--- src/rtl/mem_bus_ctrl_pkg.sv ---
// Shared definitions for the memory bus controller: state encoding, default
// internal-memory window and timeout, and the latched request payload.
package mem_bus_ctrl_pkg;

   localparam int unsigned DW            = 32;
   localparam logic [31:0] DEF_INT_BASE  = 32'h0000_1730;
   localparam int unsigned DEF_INT_AW    = 10;
   localparam int unsigned DEF_TIMEOUT   = 16;

   // Address decoder window for internal memory; the decoder uses the same limits
   localparam logic [31:0] DEC_WIN_LO    = 32'h0000_1730;
   localparam logic [31:0] DEC_WIN_HI    = 32'h0000_1B2F;

   typedef enum logic [2:0] {
      ST_IDLE     = 3'd0,
      ST_INT_ACC  = 3'd1,
      ST_INT_RD   = 3'd2,
      ST_EXT_WAIT = 3'd3,
      ST_DONE     = 3'd4
   } state_t;

   typedef struct packed {
      logic          we;
      logic [DW-1:0] addr;
      logic [DW-1:0] wdata;
   } bus_req_t;

endpackage

--- src/rtl/bus_timeout_cnt.sv ---
// External-access timeout counter: cleared on EXT_WAIT entry, counts while
// waiting, flags the last allowed wait cycle.
module bus_timeout_cnt
   import mem_bus_ctrl_pkg::*;
#(
   parameter int unsigned TIMEOUT = DEF_TIMEOUT
) (
   input  logic clk,
   input  logic rst_n,
   input  logic clr,
   input  logic en,
   output logic expired_c
);

   localparam int unsigned CW = $clog2(TIMEOUT);

   logic [CW-1:0] cnt;

   always_ff @(posedge clk or negedge rst_n) begin
      if (!rst_n) begin
         cnt <= '0;
      end else if (clr) begin
         cnt <= '0;
      end else if (en) begin
         cnt <= cnt + CW'(1);
      end
   end

   assign expired_c = en && (cnt == CW'(TIMEOUT - 1));

endmodule

--- src/rtl/mem_bus_ctrl.sv ---
// Memory bus controller: sequences CPU loads/stores to the internal sync RAM
// or the external req/ack bus, with timeout, done pulse and busy stall.
module mem_bus_ctrl
   import mem_bus_ctrl_pkg::*;
#(
   parameter logic [31:0] INT_BASE = DEF_INT_BASE,
   parameter int unsigned INT_AW   = DEF_INT_AW,
   parameter int unsigned TIMEOUT  = DEF_TIMEOUT
) (
   input  logic              clk,
   input  logic              rst_n,
   input  logic              cpu_req,
   input  logic              cpu_we,
   input  logic [DW-1:0]     cpu_addr,
   input  logic [DW-1:0]     cpu_wdata,
   input  logic              cs,
   output logic [DW-1:0]     cpu_rdata,
   output logic              done,
   output logic              err,
   output logic              busy,
   output logic              int_en,
   output logic              int_we,
   output logic [INT_AW-1:0] int_addr,
   output logic [DW-1:0]     int_wdata,
   input  logic [DW-1:0]     int_rdata,
   output logic              ext_req,
   output logic              ext_we,
   output logic [DW-1:0]     ext_addr,
   output logic [DW-1:0]     ext_wdata,
   input  logic [DW-1:0]     ext_rdata,
   input  logic              ext_ack
);

   state_t        state, state_nxt;
   bus_req_t      lat_q, req_sel;
   logic [DW-1:0] rdata_nxt;
   logic          rd_load, err_nxt, cnt_clr, expired_c;

   bus_timeout_cnt #(.TIMEOUT(TIMEOUT)) u_tmo (
      .clk       (clk),
      .rst_n     (rst_n),
      .clr       (cnt_clr),
      .en        (state == ST_EXT_WAIT),
      .expired_c (expired_c)
   );

   always_ff @(posedge clk or negedge rst_n) begin
      if (!rst_n) state <= ST_IDLE;
      else        state <= state_nxt;
   end

   // Next state, read-register update and request source for the output stage
   always_comb begin
      state_nxt = state;
      rd_load   = 1'b0;
      rdata_nxt = '0;
      err_nxt   = 1'b0;
      cnt_clr   = 1'b0;
      req_sel   = lat_q;
      case (state)
         ST_IDLE: begin
            req_sel = '{we: cpu_we, addr: cpu_addr, wdata: cpu_wdata};
            if (cpu_req) begin
               state_nxt = cs ? ST_EXT_WAIT : ST_INT_ACC;
               cnt_clr   = cs;
            end
         end
         ST_INT_ACC: state_nxt = ST_INT_RD;
         ST_INT_RD: begin
            rd_load   = 1'b1;
            rdata_nxt = lat_q.we ? '0 : int_rdata;
            state_nxt = ST_DONE;
         end
         ST_EXT_WAIT: begin
            // Ack wins over a coincident timeout
            if (ext_ack) begin
               rd_load   = 1'b1;
               rdata_nxt = lat_q.we ? '0 : ext_rdata;
               state_nxt = ST_DONE;
            end else if (expired_c) begin
               rd_load   = 1'b1;
               err_nxt   = 1'b1;
               state_nxt = ST_DONE;
            end
         end
         ST_DONE: state_nxt = ST_IDLE;
         default: state_nxt = ST_IDLE;
      endcase
   end

   always_ff @(posedge clk or negedge rst_n) begin
      if (!rst_n) begin
         lat_q <= '0;
      end else if (state == ST_IDLE && cpu_req) begin
         lat_q <= req_sel;
      end
   end

   // Registered outputs, decoded from the next state so they align with it
   always_ff @(posedge clk or negedge rst_n) begin
      if (!rst_n) begin
         cpu_rdata <= '0;
         done      <= 1'b0;
         err       <= 1'b0;
         busy      <= 1'b0;
         int_en    <= 1'b0;
         int_we    <= 1'b0;
         int_addr  <= '0;
         int_wdata <= '0;
         ext_req   <= 1'b0;
         ext_we    <= 1'b0;
         ext_addr  <= '0;
         ext_wdata <= '0;
      end else begin
         if (rd_load) cpu_rdata <= rdata_nxt;
         done      <= (state_nxt == ST_DONE);
         err       <= err_nxt;
         busy      <= (state_nxt != ST_IDLE);
         int_en    <= (state_nxt == ST_INT_ACC);
         int_we    <= (state_nxt == ST_INT_ACC) && req_sel.we;
         int_addr  <= (state_nxt == ST_INT_ACC) ? INT_AW'(req_sel.addr - INT_BASE) : '0;
         int_wdata <= (state_nxt == ST_INT_ACC) ? req_sel.wdata : '0;
         ext_req   <= (state_nxt == ST_EXT_WAIT);
         ext_we    <= (state_nxt == ST_EXT_WAIT) && req_sel.we;
         ext_addr  <= (state_nxt == ST_EXT_WAIT) ? req_sel.addr : '0;
         ext_wdata <= (state_nxt == ST_EXT_WAIT) ? req_sel.wdata : '0;
      end
   end

endmodule

--- config.mk ---
export PLATFORM = sky130hd
export DESIGN_NAME = mem_bus_ctrl
export DESIGN_NICKNAME = d
export VERILOG_FILES = /design/src/rtl/mem_bus_ctrl_pkg.sv /design/src/rtl/bus_timeout_cnt.sv /design/src/rtl/mem_bus_ctrl.sv
export SDC_FILE = /design/constraint.sdc
export NUM_CORES = 1
export LEC_CHECK = 0
export BUFFER_PORTS_ARGS = -buffer_cell sky130_fd_sc_hd__buf_2
export CAP_MARGIN = 20
export CORE_ASPECT_RATIO = 0.5
export CORE_UTILIZATION = 51
export CTS_CLUSTER_SIZE = 40
export DETAILED_ROUTE_END_ITERATION = 12
export PLACE_DENSITY_LB_ADDON = 0.08
export RECOVER_POWER = 50
export SLEW_MARGIN = 5
export SYNTH_ARGS = -nofsm -noshare
export SYNTH_HDL_FRONTEND = slang
export SYNTH_SLANG_ARGS = --single-unit
--- constraint.sdc ---
create_clock -name clk -period 2.4 [get_ports clk]
set_clock_uncertainty 0.05 [all_clocks]
set_input_delay 0.36 -clock clk [delete_from_list [all_inputs] [get_ports clk]]
set_output_delay 0.36 -clock clk [all_outputs]
set_load 0.1 [all_outputs]
Word level (Yosys, flattened, before mapping)
Index checks and enable logic that the tools add are counted.
{"block": "totals", "out_inout_bits": 145, "reg_bits": 217, "word_cells": 56}
{"block": "classes", "addsub": 2, "eq_ne": 7, "muxes": 23, "n_reduce_logical": 7}
{"op": "$mux W32", "count": 6}
{"op": "$mux W65", "count": 1}
{"op": "$pmux W32 S2", "count": 1}
{"op": "$pmux W3 S4", "count": 1}
{"op": "$mux W10", "count": 1}
{"op": "$sub A10 B10 Y10 const B", "count": 1}
{"op": "$eq A3 B2 Y1 const B", "count": 3}
{"op": "$mux W3", "count": 3}
{"op": "$mux W4", "count": 2}
{"op": "$eq A3 B1 Y1 const B", "count": 2}
{"op": "$mux W1", "count": 6}
{"op": "$add A4 B1 Y4 const B", "count": 1}
{"op": "$eq A4 B4 Y1 const B", "count": 1}
{"op": "$logic_and A1 B1 Y1", "count": 4}
{"op": "$eq A3 B3 Y1 const B", "count": 1}
{"op": "$logic_not A3 Y1", "count": 1}
{"op": "$reduce_bool A3 Y1", "count": 1}
{"op": "$mux W2", "count": 1}
{"op": "$pmux W1 S2", "count": 1}
{"op": "$reduce_bool A2 Y1", "count": 1}

Longest topological paths before layout
{"block": "logic_depth", "ltp_word": 7, "depth_mapped": 8}

Modules after synthesis
Synthesis repeated with hierarchy kept, for this count alone.
{"block": "hier_totals", "hier_cells": 645, "area_unflattened_um2": 8340.5}
{"module": "mem_bus_ctrl", "cells_per_inst": 627, "area_each_um2": 8112.8, "n_inst": 1, "seq_area_each_um2": 5330.1}
{"module": "bus_timeout_cnt", "cells_per_inst": 18, "area_each_um2": 227.7, "n_inst": 1, "seq_area_each_um2": 100.1}

Worst setup path before layout
OpenSTA, ideal clock, no wires.
{"block": "synth_timing", "kind": "reg-to-reg", "from": "register state[1]", "to": "register int_addr[8]", "t_required_ns": 2.229, "path_buffers": 1, "setup_slack_ns": 0.564, "stages_incl_launch_ff": 9, "arrival_ns": 1.665, "setup_time_ns": 0.121, "period_less_slack_ns": 1.836, "cell_sequence": "dfrtp_1 or3_1 buf_2 nand2_1 nand2_1 ha_1 nor3_1 xnor2_1 nor2_1"}
{"item": "start: declaration", "line_no": "mem_bus_ctrl.sv:34", "source": "state_t state, state_nxt;"}
{"item": "start signal: assignment", "line_no": "mem_bus_ctrl.sv:49", "source": "else state <= state_nxt;"}
{"item": "end signal: assignment", "line_no": "mem_bus_ctrl.sv:121", "source": "int_addr <= (state_nxt == ST_INT_ACC) ? INT_AW'(req_sel.addr - INT_BASE) : '0;"}
{"item": "end: declaration", "line_no": "mem_bus_ctrl.sv:23", "source": "output logic [INT_AW-1:0] int_addr,"}

Final worst setup path
{"block": "layout_timing", "from": "register ext_addr[28]", "to": "output port ext_addr[28]"}
{"item": "start: declaration", "line_no": "mem_bus_ctrl.sv:28", "source": "output logic [DW-1:0] ext_addr,"}
{"item": "start signal: assignment", "line_no": "mem_bus_ctrl.sv:125", "source": "ext_addr <= (state_nxt == ST_EXT_WAIT) ? req_sel.addr : '0;"}
No word-level cell between the ends.

==> results.md <==
- M1 WL: around 9200 um
- Final net count: 1254
- Vias per cell: 5.11
- Root Driver: clkbuf_16
- Global-route wire length before repair: 33700 um
- Comb pwr share: 50.6%
- Pin count of the biggest net entering global routing: 104
- Fmax: 0.472 GHz
- Power Density: 1620 mW/mm2
- Initial DRC Count: 394
- Netlist Area Pre-Place: 0.00864 mm2
- Setup crit end kind: output port
- Relative slew slack: between 15 and 20%
- Clock Power Share: 18.9%
- Setup violations, final: 0
- Synth-to-layout area growth: 26.2%
- Site Rows: 33
- Largest stage delay on the critical path: between 800 and 900 ps
- Inst Count DP: 1321
- Maximum vdd ir drop: 1.05 mV
- Vias in the first global route: 6689
- Core area: 0.0165 mm2
- Final cycle utilization of the critical path: between 80% and 90%
- Non-filler instance count after layout: 1360
- Slowest-stage cell, CP: clkbuf_1
- Cell variety after synth: 34
- Crit path cell chain: clkbuf_1
- Worst Path Class, Setup: reg2out
- Sequential group share of total power: 30.5%
- LEAKAGE: 5.79 nW
- RR Endpoint: u_tmo.cnt[1]
- Routability cong.: 0.771
- Pwr Total: 17.6 mW
- Chip Width: 186 um
- Internal: between 8 and 9 mW
- DRT Pass-1 Iters: 5
- Fin Setup TNS: 0 ps
- Post-Route WL: 21400 um
- Most common cell after layout, fill and taps aside: nand2_1
- Most frequent cells in the layout: 328 x nand2_1, 217 x dfrtp_1, 208 x buf_2
- PortBufs: about 280
- Routed Antenna Nets: 0
- Layout cells sized above 1: 27.0%
- Max layer used: met4
- Die Ht: 94.0 um
- Worst EP required: just under 2000 ps
- Initial Utilization: 52.4%
- CTS Buf Count: 20
- Antenna violations before repair: 1
- Fillers: 1375
- WL met3: around 1500 um
- Final count of hold timing violations: 0
- Net Count, Synth: slightly below 1000
- Max FO, Critical Path: 1
- Net Sw Power: 9.13 mW
- CTS sink count: 217
- Via count: 6950
- Gr ovfl total: 0
- Post-synthesis area per instance: between 10 and 15 um2
- Register bit total from synthesis: 217
- FF-to-FF setup slack: 380 ps
- Register area share after synthesis: a little over three fifths
- Dpl hpwl: 14200 um
- Longest Clk Path Bufs: 3
- Clock transition at path regs: 70 ps
- RSZ-0062 raised after global routing: false
- Worst-Margin Slew: around 1200 ps
- Cells on worst reg2reg path: 4
- Net Sw Frac: 51.8%
- CTS resizes: 0
- Hold buffer count at cts: 1
- Final min period: 2120 ps
- Arrival time at the worst endpoint: 1710 ps
- Final Max Slew Viols: 0
- Remaining DRCs: 0
- Status: complete, no violations
- Crit path from: ext_addr[28]
- Critical path startpoint category: register
- CTS tree: built
- Worst R2R Start: state[1]
- Syn Inst Count: 855
- Crit path to: ext_addr[28]
- H-tree Lvls: 1
- Die area: 0.0175 mm2
- Setup Buffers After CTS: 0
- IO Pins: 279
- Hold Crit Class: in2reg
- Met2 WL post-DR: 10400 um
- WP depth: 1
- Max cap viols: 0
- Ys Warns: 0
- Worst-Skew Late Latency: 480 ps
- Buf+Inv Stages, Crit Path: 1
- DR WL/cell: 15.8 um
- GRT Util Overall: 24.6%
- Worst path top cell family by delay: buffers and inverters
-- cell type report --
| class | instances | area (um2) | area share, % |
|---|---|---|---|
| antenna | 1 | 2.50 | 0.0230 |
| clock buffer | 31 | 613 | 5.62 |
| clock inverter | 5 | 78.8 | 0.723 |
| multi-input combinational | 574 | 2910 | 26.7 |
| tap | 227 | 284 | 2.61 |
| inverter | 6 | 22.5 | 0.207 |
| timing repair buffer | 299 | 1560 | 14.3 |
| sequential | 217 | 5430 | 49.8 |
-- how the worst min path moves through the flow --
stage	depth (start not counted)	slack (ps)	startpoint	to
2_1_floorplan	0	10	rst_n	busy
3_3_place_gp	1	380	rst_n	ext_wdata[24]
3_5_place_dp	1	390	rst_n	int_wdata[23]
4_1_cts	2	2	ext_ack	err
5_1_grt	2	6	ext_ack	err
6_report	2	20	ext_ack	err
-- per-stage QoR --
step / hold WS, ps / instance area, um2 / utilization, % / worst slack [ps]
finish: 24.4 / 10900 / 66.2 / 283
global route: 5.84 / 10900 / 66.2 / 239
CTS: 1.73 / 11000 / 66.7 / 338
detailed placement: 390 / 10300 / 62.4 / 341
global placement: 384 / 10300 / 62.4 / 479
floorplan: 14.4 / 8640 / - / 564
-- state kept, by name (all words and copies together), names as in the netlist, 3 cells and up --
name	cells
ext_addr	32
ext_wdata	32
u_tmo.cnt	4
state	3
int_wdata	32
lat_q	65
int_addr	10
cpu_rdata	32
-- logic make-up (layout without fill, tap and decap cells) --
group,after synthesis,in the layout,share of synthesized area (%)
buffers and inverters,64,341,3.49
adder cells (fa/ha/maj),2,2,0.290
AO/OA/AOI/OAI,138,138,11.4
AND/OR/NAND/NOR,427,427,21.3
other,0,1,0
XOR/XNOR,5,5,0.507
flip-flops,217,217,62.9
multiplexers,2,2,0.232
-- Yosys cell counts (all sizes together) --
cell / number / area share, %
nand2: 329 / 14
dfrtp: 217 / 63
a21oi: 100 / 7.5
and3: 38 / 2.8
clkbuf: 33 / 1.4
nor2b: 33 / 2.4
o2bb2ai: 32 / 3.2
buf: 25 / 1.8
nor2: 9 / 0.39
inv: 6 / 0.26
nand3: 4 / 0.23
nor3: 3 / 0.30
o21ai: 3 / 0.17
xor2: 3 / 0.30
and2: 2 / 0.16
ha: 2 / 0.29
mux2i: 2 / 0.23
nand4: 2 / 0.14
or3: 2 / 0.14
xnor2: 2 / 0.20
a2111oi: 1 / 0.10
a21boi: 1 / 0.22
a311oi: 1 / 0.10
nand2b: 1 / 0.072
nand3b: 1 / 0.087
nand4b: 1 / 0.10
nor4bb: 1 / 0.12
or2: 1 / 0.072
-- per-layer routing --
| metal | global-route usage [%] | up-vias |
|---|---|---|
| li1 | - | 3300 |
| met1 | 32.7 | 3404 |
| met2 | 40.7 | 217 |
| met3 | 6.63 | 29 |
| met4 | 5.26 | 0 |
| met5 | 0 | - |
-- power groups by stage --
stage / logic [mW] / registers [mW] / clock network (mW)
finish: 8.92 / 5.37 / 3.33
floorplan: 3.09 / 9.48 / 0
global route: 9.52 / 5.49 / 3.57
detailed placement: 9.00 / 5.40 / 0
CTS: 9.01 / 5.36 / 3.40
global placement: 8.84 / 5.38 / 0
(Power assumes the default switching activity.)
